--- src/rtl/bcd_pkg.sv ---
// Shared types and helpers for the sequential binary-to-BCD converter.
// Digit width, FSM state encoding and the DIGITS sizing function.
package bcd_pkg;

  localparam int BCD_DIGIT_W = 4;

  typedef logic [BCD_DIGIT_W-1:0] bcd_digit_t;

  typedef enum logic [1:0] {
    IDLE,
    SHIFT,
    DONE
  } state_e;

  // Decimal digit count of the largest WIDTH-bit unsigned value.
  function automatic int min_digits(input int width);
    longint unsigned m;
    int              n;
    if (width >= 64) m = '1;
    else m = (64'd1 << width) - 64'd1;
    n = 1;
    while (m >= 64'd10) begin
      m = m / 64'd10;
      n++;
    end
    return n;
  endfunction

endpackage

--- src/rtl/bin2bcd_seq_step.sv ---
// One BCD digit of the double-dabble chain.
// Corrects a digit >= 5 by +3, then shifts it left taking carry_i as LSB.
module bcd_digit_step
  import bcd_pkg::*;
(
  input  bcd_digit_t digit_i,
  input  logic       carry_i,
  output bcd_digit_t digit_o,
  output logic       carry_o
);

  bcd_digit_t adj;

  // add-3 correction, then one-bit shift into the next digit
  always_comb begin
    adj = digit_i;
    if (digit_i >= 4'd5) adj = digit_i + 4'd3;
    digit_o = {adj[2:0], carry_i};
    carry_o = adj[3];
  end

endmodule

--- src/rtl/bin2bcd_seq.sv ---
// Bit-serial binary-to-BCD converter (shift-and-add-3), one bit per clock.
// Valid/ready on both sides; optional two's-complement input.
module bin2bcd_seq
  import bcd_pkg::*;
#(
  parameter int WIDTH  = 8,
  parameter int DIGITS = 3,
  parameter bit SIGNED = 1'b0
) (
  input  logic                          clk,
  input  logic                          rst_n,
  input  logic                          in_valid,
  output logic                          in_ready,
  input  logic [WIDTH-1:0]              in_data,
  output logic                          out_valid,
  input  logic                          out_ready,
  output logic [BCD_DIGIT_W*DIGITS-1:0] out_bcd,
  output logic                          out_neg
);

  localparam int CNT_W = (WIDTH > 2) ? $clog2(WIDTH) : 1;
  localparam int BCD_W = BCD_DIGIT_W * DIGITS;

  if (WIDTH < 2) begin : g_width_chk
    $error("bin2bcd_seq: WIDTH must be at least 2");
  end

  if (DIGITS < min_digits(WIDTH)) begin : g_digits_chk
    $error("bin2bcd_seq: DIGITS too small for WIDTH");
  end

  state_e             state_q, state_d;
  logic [CNT_W-1:0]   cnt_q, cnt_d;
  logic [WIDTH-1:0]   mag_q, mag_d;
  logic [BCD_W-1:0]   dig_q, dig_d;
  logic [BCD_W-1:0]   bcd_q, bcd_d;
  logic               neg_q, neg_d;
  logic               valid_q, valid_d;

  logic [BCD_W-1:0]   dig_step;
  logic [DIGITS:0]    carry;

  logic               accept;
  logic               consume;
  logic               neg_in;
  logic [WIDTH-1:0]   mag_in;

  assign carry[0] = mag_q[WIDTH-1];

  for (genvar k = 0; k < DIGITS; k++) begin : g_step
    bcd_digit_step u_step (
      .digit_i (dig_q[BCD_DIGIT_W*k +: BCD_DIGIT_W]),
      .carry_i (carry[k]),
      .digit_o (dig_step[BCD_DIGIT_W*k +: BCD_DIGIT_W]),
      .carry_o (carry[k+1])
    );
  end

  assign in_ready = rst_n &&
                    ((state_q == IDLE) ||
                     ((state_q == DONE) && out_ready));
  assign accept   = in_valid && in_ready;
  assign consume  = valid_q && out_ready;
  assign neg_in   = SIGNED && in_data[WIDTH-1];
  assign mag_in   = neg_in ? (~in_data + WIDTH'(1)) : in_data;

  // next-state: shift while busy, hold result until consumed, load on accept
  always_comb begin
    state_d = state_q;
    cnt_d   = cnt_q;
    mag_d   = mag_q;
    dig_d   = dig_q;
    bcd_d   = bcd_q;
    neg_d   = neg_q;
    valid_d = valid_q;
    unique case (state_q)
      IDLE: ;
      SHIFT: begin
        dig_d = dig_step;
        mag_d = mag_q << 1;
        cnt_d = cnt_q - CNT_W'(1);
        if (cnt_q == '0) begin
          bcd_d   = dig_step;
          valid_d = 1'b1;
          state_d = DONE;
        end
      end
      DONE: begin
        if (consume) begin
          valid_d = 1'b0;
          state_d = IDLE;
        end
      end
      default: state_d = IDLE;
    endcase
    if (accept) begin
      mag_d   = mag_in;
      neg_d   = neg_in;
      dig_d   = '0;
      cnt_d   = CNT_W'(WIDTH - 1);
      state_d = SHIFT;
    end
  end

  // state and result registers, synchronous active-low reset
  always_ff @(posedge clk) begin
    if (!rst_n) begin
      state_q <= IDLE;
      cnt_q   <= '0;
      mag_q   <= '0;
      dig_q   <= '0;
      bcd_q   <= '0;
      neg_q   <= 1'b0;
      valid_q <= 1'b0;
    end else begin
      state_q <= state_d;
      cnt_q   <= cnt_d;
      mag_q   <= mag_d;
      dig_q   <= dig_d;
      bcd_q   <= bcd_d;
      neg_q   <= neg_d;
      valid_q <= valid_d;
    end
  end

  // digits stay decimal and nothing carries out of the top digit
  always_ff @(posedge clk) begin
    if (rst_n) begin
      if (state_q == SHIFT) assert (!carry[DIGITS]);
      for (int k = 0; k < DIGITS; k++) begin
        assert (dig_q[BCD_DIGIT_W*k +: BCD_DIGIT_W] <= 4'd9);
      end
    end
  end

  assign out_valid = valid_q;
  assign out_bcd   = bcd_q;
  assign out_neg   = neg_q;

endmodule
--- config.mk ---
export PLATFORM = sky130hd
export DESIGN_NAME = bin2bcd_seq
export DESIGN_NICKNAME = d
export VERILOG_FILES = /design/src/rtl/bcd_pkg.sv /design/src/rtl/bin2bcd_seq_step.sv /design/src/rtl/bin2bcd_seq.sv
export SDC_FILE = /design/constraint.sdc
export NUM_CORES = 1
export LEC_CHECK = 0
export ABC_CLOCK_PERIOD_IN_PS = 2250
export CORE_ASPECT_RATIO = 1.75
export CORE_MARGIN = 8
export CORE_UTILIZATION = 53
export DETAILED_ROUTE_END_ITERATION = 10
export MAX_ROUTING_LAYER = met4
export PLACE_DENSITY_LB_ADDON = 0.15
export SKIP_CTS_REPAIR_TIMING = 1
export SYNTH_ARGS = -nofsm -noshare
export SYNTH_HDL_FRONTEND = slang
export SYNTH_SLANG_ARGS = --single-unit
--- constraint.sdc ---
create_clock -name clk -period 2.25 [get_ports clk]
set_clock_uncertainty 0.05 [all_clocks]
set_input_delay 0.45 -clock clk [delete_from_list [all_inputs] [get_ports clk]]
set_output_delay 0.45 -clock clk [all_outputs]
set_load 0.005 [all_outputs]
Yosys cells after proc, flatten, opt, wreduce, memory -nomap -nowiden
Cells that the tools add are included.
{ "op_classes": {"add_sub_neg": 4, "n_mul": 0, "n_div": 0, "n_lt_le_gt_ge": 3, "n_eq_ne": 7, "n_shift": 0, "n_mux": 14, "bitwise_logic": 2, "reduce_logical": 14} }
{ "ops": {"columns": ["cell", "n"], "rows": [
  ["8-bit 2-to-1 mux", 2],
  ["4-bit by 3-bit >= comparator with 1-bit output, second input constant", 3],
  ["3-bit 2-to-1 mux", 3],
  ["3-bit AND reduction", 3],
  ["4-bit by 2-bit adder with 4-bit output, second input constant", 2],
  ["4-bit 2-to-1 mux", 2],
  ["2-bit inequality test, second input constant", 3],
  ["3-bit inequality test, second input constant", 2],
  ["2-bit one-hot mux with 3 select lines", 1],
  ["1-bit logical AND", 4],
  ["2-bit 2-to-1 mux", 2],
  ["2-bit nonzero test", 2],
  ["3-bit by 2-bit adder with 3-bit output, second input constant", 1],
  ["3-bit logical NOT", 1],
  ["1-bit 2-to-1 mux", 3],
  ["3-bit by 1-bit subtractor with 3-bit output, second input constant", 1],
  ["2-bit by 1-bit == test with 1-bit output, second input constant", 1],
  ["2-bit == test, second input constant", 1],
  ["2-bit logical NOT", 1],
  ["1-bit NOT", 2],
  ["1-bit one-hot mux with 2 select lines", 1],
  ["2-bit AND reduction", 1],
  ["2-bit OR reduction", 1],
  ["1-bit logical OR", 1]
]} }
{ "totals": {"reg_bits": 38, "latch_bits": 0, "ramBits": 0, "romBits": 0, "in_bits": 12, "out_inout_bits": 15, "elab_cells": 51, "mem_count": 0} }

Depth between registers and ports, before layout
{ "depth": {"word_depth": 7, "ltp_mapped": 7, "depth_no_buf": 6} }

Hierarchy
A second synthesis with hierarchy kept.
{ "hier_totals": {"hier_cells": 235, "area_unflattened_um2": 1879.3} }
{ "by_module_without_submodules": {"columns": ["module", "n_inst", "cells_per_inst", "area_each_um2", "seq_area_each_um2"], "rows": [
  ["bin2bcd_seq", 1, 184, 1552.7, 760.7],
  ["bcd_digit_step", 3, 17, 108.9, 0.0]
]} }

Worst setup path before layout
No wires, ideal clock.
{ "synth_path": {"path_type": "flip-flop to flip-flop", "start": "reg dig_q[8]", "end": "reg bcd_q[10], in the netlist out_bcd[10]", "arrival_time_ns": 1.478, "required_ns": 2.125, "slack_ns": 0.647, "stages_incl_launch_ff": 7, "path_buffers": 0, "period_less_slack_ns": 1.603, "cell_sequence": "dfxtp_1 inv_1 ha_1 nand2b_2 a21oi_2 mux2_1 o22ai_1"} }
{ "synth_via": {"elab_chain_cells": 2, "word_cells_on_any_way": 3, "classes_between": "add/sub (1); order compare (1); mux (1)"} }
{ "synth_lines": {"columns": ["element", "line", "source"], "rows": [
  ["start, declared", "bin2bcd_seq.sv:35", "logic [BCD_W-1:0] dig_q, dig_d;"],
  ["start signal, assigned", "bin2bcd_seq.sv:119", "dig_q <= dig_d;"],
  ["4-bit by 3-bit >= comparator with 1-bit output or 3-bit by 2-bit adder with 3-bit output (tied branches)", "bin2bcd_seq_step.sv:17", "if (digit_i >= 4'd5) adj = digit_i + 4'd3;"],
  ["3-bit 2-to-1 mux *", "bin2bcd_seq_step.sv:17", null],
  ["end signal, assigned", "bin2bcd_seq.sv:112", "bcd_q <= '0;"],
  ["end signal, assigned", "bin2bcd_seq.sv:120", "bcd_q <= bcd_d;"],
  ["end, declared", "bin2bcd_seq.sv:36", "logic [BCD_W-1:0] bcd_q, bcd_d;"]
]} }
Mark *: on every way between the ends. The rest lies on a longest branch, timed or not.
A chain may end at the register's enable or synchronous reset.

Worst setup path after layout
{ "layout_path": {"start": "in out_ready", "end": "out in_ready"} }
{ "layout_via": {"elab_chain_cells": 3} }
{ "layout_lines": {"columns": ["element", "line", "source"], "rows": [
  ["start, declared", "bin2bcd_seq.sv:16", "input logic out_ready,"],
  ["1-bit logical AND", "bin2bcd_seq.sv:61", "((state_q == DONE) && out_ready));"],
  ["1-bit logical OR", "bin2bcd_seq.sv:60", "((state_q == IDLE) ||"],
  ["1-bit logical AND", "bin2bcd_seq.sv:59", "assign in_ready = rst_n &&"],
  ["end, declared", "bin2bcd_seq.sv:13", "output logic in_ready,"]
]} }
Every way passes these cells.

==> results.md <==
Setup path:
- STA classifies the critical path startpoint as an input pin.
- STA puts the critical path data arrival time at 1.35 ns.
- In this design, the largest share of critical-path delay is due to buffers and inverters.
- Along the worst path, the maximum fanout reaches 3.
- Across all register-to-register paths, the minimum setup slack is 0.44 ns.
- The critical path's slowest cell is clkdlybuf4s50_1.
- For this run, the slowest stage of the critical path takes 0.47 ns.
- By startpoint and endpoint, the worst setup path is classified as input pin to output port.
- Traced cell by cell, the critical path runs through clkdlybuf4s50_1 > nand2b_4 > and3b_1 > dlymetal6s2s_1.
- The element type at the critical path end is an output port.
- The count of buffer and inverter cells on the critical path is 2.
- The required time at the worst-slack endpoint is 1.75 ns.

Floorplanning:
- The floorplan step set the die height to 94.8 µm.
- The I/O pin total is 27.
- The starting density of the core is 55.4%.
- The floorplan step set the die width to a little over 60 µm.
- The die outline area is 5790 µm².
- The row count is 28.
- The core footprint is 3400 µm².

Route:
- The number of iterations in the first detailed-routing pass is 4.
- The number of violations reported at the end of detailed-routing iteration 0 is 65.
- After detailed routing, the average wire length per cell comes to 15.0 µm.
- The detail route stage leaves a number of antenna-violating nets equal to 0.
- Summing over every cut layer, the via total after detailed routing is 1,552.
- The average via count per standard cell is around 5.5.
- The number of design rule violations left after detail routing is 0.
- Wires add up to 4220 µm.

Finish:
- The net total in the final layout is 255.
- Relative to the synthesized area, the layout overhead comes to 18.0%.
- The leading cell type in the layout, fill and taps excluded is dfxtp_1.
- In the layout the commonest cells are dfxtp_1, nand2_1, clkdlybuf4s50_1.
- The post-route netlist has 11.0% of its cells at a drive strength greater than 1.
- The final antenna diode count is 0.

STA:
- The final critical-path setup slack is approximately 0.4 ns.
- In this run the tightest slew margin relative to its limit is 65.2%.
- Setup violations remaining at the end of the flow were counted as 0.
- Setup repair after global routing left no endpoint under its margin.
- The final hold violation count is 0.
- The actual transition at the worst max-transition pin is 0.521 ns.
- The count of pins over their slew limit is 0.
- After layout, the minimum clock period comes to 1.85 ns.
- Hold timing on the final database bottoms out at a slack of about 0.43 ns.
- The maximum frequency from static timing analysis is 540 MHz.
- Setup total negative slack on the finished layout was measured at 0 ns.
- The share of the clock period used by the worst path after layout is 82.3%.

Global route:
- Summed over all layers, the global routing overflow is 0.
- The number of antenna violations at the first check in global routing was 0.
- Entering global routing, the biggest net connects 32 pins.
- The number of global-route vias before repair is ~1,600.
- Across every metal layer, demand over resource in global routing totals 16.5%.
- The first-pass GRT wire length is 7170 µm.

Clock tree:
- The maximum clock insertion buffer count is 2.
- The later pin in the worst-skew pair is clocked with a latency of approximately 0.29 ns.
- The clock tree from TritonCTS is yes.
- The H-tree was split into 2 levels.
- The clock sink count is 38.
- The clock transition at the register clock pins on the worst setup and hold paths after CTS is 0.08 ns.
- The master cell of the clock root buffer is clkbuf_8.
- The number of clock buffers added by TritonCTS is 5.

Synthesis:
- The proportion of synthesized chip area in sequential cells is approximately two fifths.
- The cell area that synthesis handed to floorplanning was between 1500 and 2000 µm².
- The fraction of registers with async set or reset after synthesis is 0%.
- Counting every instance in the synthesized netlist gives 213.
- Counting flops with a built-in enable in the synthesized netlist gives 0.
- Yosys attributes the largest share of cell area to dfxtp_1, nand2_1, ha_1.
- Yosys printed 0 warnings.
- The synthesized netlist contains 41 unique library cells.
- The number of register bits inferred by synthesis is 38.
- The leading register cell type out of synthesis is dfxtp_1.
- The average instance area after synthesis is 8.83 µm².
- The top-area cell type share of the netlist area is between 40% and 50%.
- The synthesized net count is 233.
- The biggest area contributor in the post-synthesis netlist is dfxtp_1.

Power and ir drop:
- The total power density per cell area is 630 nW/µm².
- The worst supply voltage drop on vdd is 0.000508 V.
- In this run the static leakage power is 0.860 nW.
- After layout, the design draws a total of 1.40 mW.

Place:
- Summed over all nets, the half-perimeter wirelength after detailed placement is 2960 µm.
- The setup slack after placement is -0.0288 ns.
- The number of input and output port buffers inserted is 25.
- Routability-driven placement finished with a final weighted congestion of 0.778.

Flow run:
- Across the run, the number of max-cap violations was 0.

Run status:
- The flow ran to the end, and the final reports show no timing, DRC or antenna violations.

Hold path:
- The min-delay analysis places its worst path in the category register to register.
kinds of logic (layout without fill, tap and decap cells):
kind of cell	count (synthesis)	in the layout	synth area share (%)
other	1	1	0.199
adder cells (fa/ha/maj)	8	8	5.32
flip-flops	38	38	40.4
AND/OR/NAND/NOR	75	75	21.0
multiplexers	4	4	2.33
XOR/XNOR	4	4	1.86
AO/OA/AOI/OAI	59	59	21.2
buffers and inverters	24	47	7.65
registers in the layout, summed over array words and instances (netlist names):
signal and cells:
cnt_q 3, dig_q 12, mag_q 8, out_bcd 12, out_valid 1, state_q 2
worst paths after layout:
| kind | cells after the start | to | from |
|---|---|---|---|
| worst max register to register | 6 | out_bcd[10]$_SDFFE_PN0P_ | dig_q[8]$_SDFFE_PP0P_ |
| worst min-delay path | 2 | out_bcd[1]$_SDFFE_PN0P_ | out_bcd[1]$_SDFFE_PN0P_ |
| worst max-delay path | 4 | in_ready | out_ready |
| worst min register to register | 2 | out_bcd[1]$_SDFFE_PN0P_ | out_bcd[1]$_SDFFE_PN0P_ |
layout make-up:
type / count / area, µm²
clock buffers: 6 / 82.6
clock inverters: 2 / 12.5
fillers: 301 / 1180
inverters: 9 / 33.8
multi-input cells: 151 / 985
flip-flops and latches: 38 / 761
well taps: 45 / 56.3
repair buffers: 30 / 290
power breakdown:
| group | switching (mW) | leakage, nW | internal [mW] | total (mW) |
|---|---|---|---|---|
| combinational | 0.104 | 0.504 | 0.0882 | 0.192 |
| clock | 0.241 | 0.0472 | 0.246 | 0.488 |
| sequential | 0.0184 | 0.309 | 0.702 | 0.720 |
per-layer routing:
metal / track usage (%) / up-vias / routed length [µm]
met2: 27.3 / 45 / 2230
met3: 3.81 / 8 / 171
met5: - / - / 0
met1: 18.0 / 723 / 1750
li1: - / 776 / -
met4: 6.85 / 0 / 72
synthesized netlist by cell type, types with 2 or more instances:
| library cell | count |
|---|---|
| dfxtp_1 | 38 |
| nand2_1 | 33 |
| a21oi_1 | 19 |
| o21ai_0 | 11 |
| nand3_1 | 10 |
| o22ai_1 | 10 |
| inv_1 | 9 |
| ha_1 | 8 |
| nor2_1 | 8 |
| o211a_1 | 7 |
| buf_4 | 5 |
| nand2b_1 | 5 |
| nor3b_1 | 5 |
| buf_2 | 4 |
| buf_6 | 4 |
| nor2b_1 | 4 |
| xnor2_1 | 3 |
| a211oi_2 | 2 |
| a21boi_0 | 2 |
| a21boi_1 | 2 |
| clkbuf_1 | 2 |
| mux2_2 | 2 |
| nand3_2 | 2 |
through the flow:
| stage | utilization [%] | cell area, µm² | std cells |
|---|---|---|---|
| after floorplan | - | 1880 | 213 |
| after global placement | 62.3 | 2120 | 273 |
| after detailed placement | 62.3 | 2120 | 273 |
| final | 65.4 | 2220 | 281 |
| after CTS | 65.1 | 2210 | 281 |
| after global routing | 65.4 | 2220 | 281 |
worst reg2reg max path, delay by kind of cell, from the launching register on:
family,cells,cell delay (ns)
AO/OA/AOI/OAI,2,0.40
adder cells (fa/ha/maj),1,0.28
buffers and inverters,1,0.18
flip-flops,1,0.35
multiplexers,1,0.36
AND/OR/NAND/NOR,1,0.12
Power figures use the tool's default switching activity.
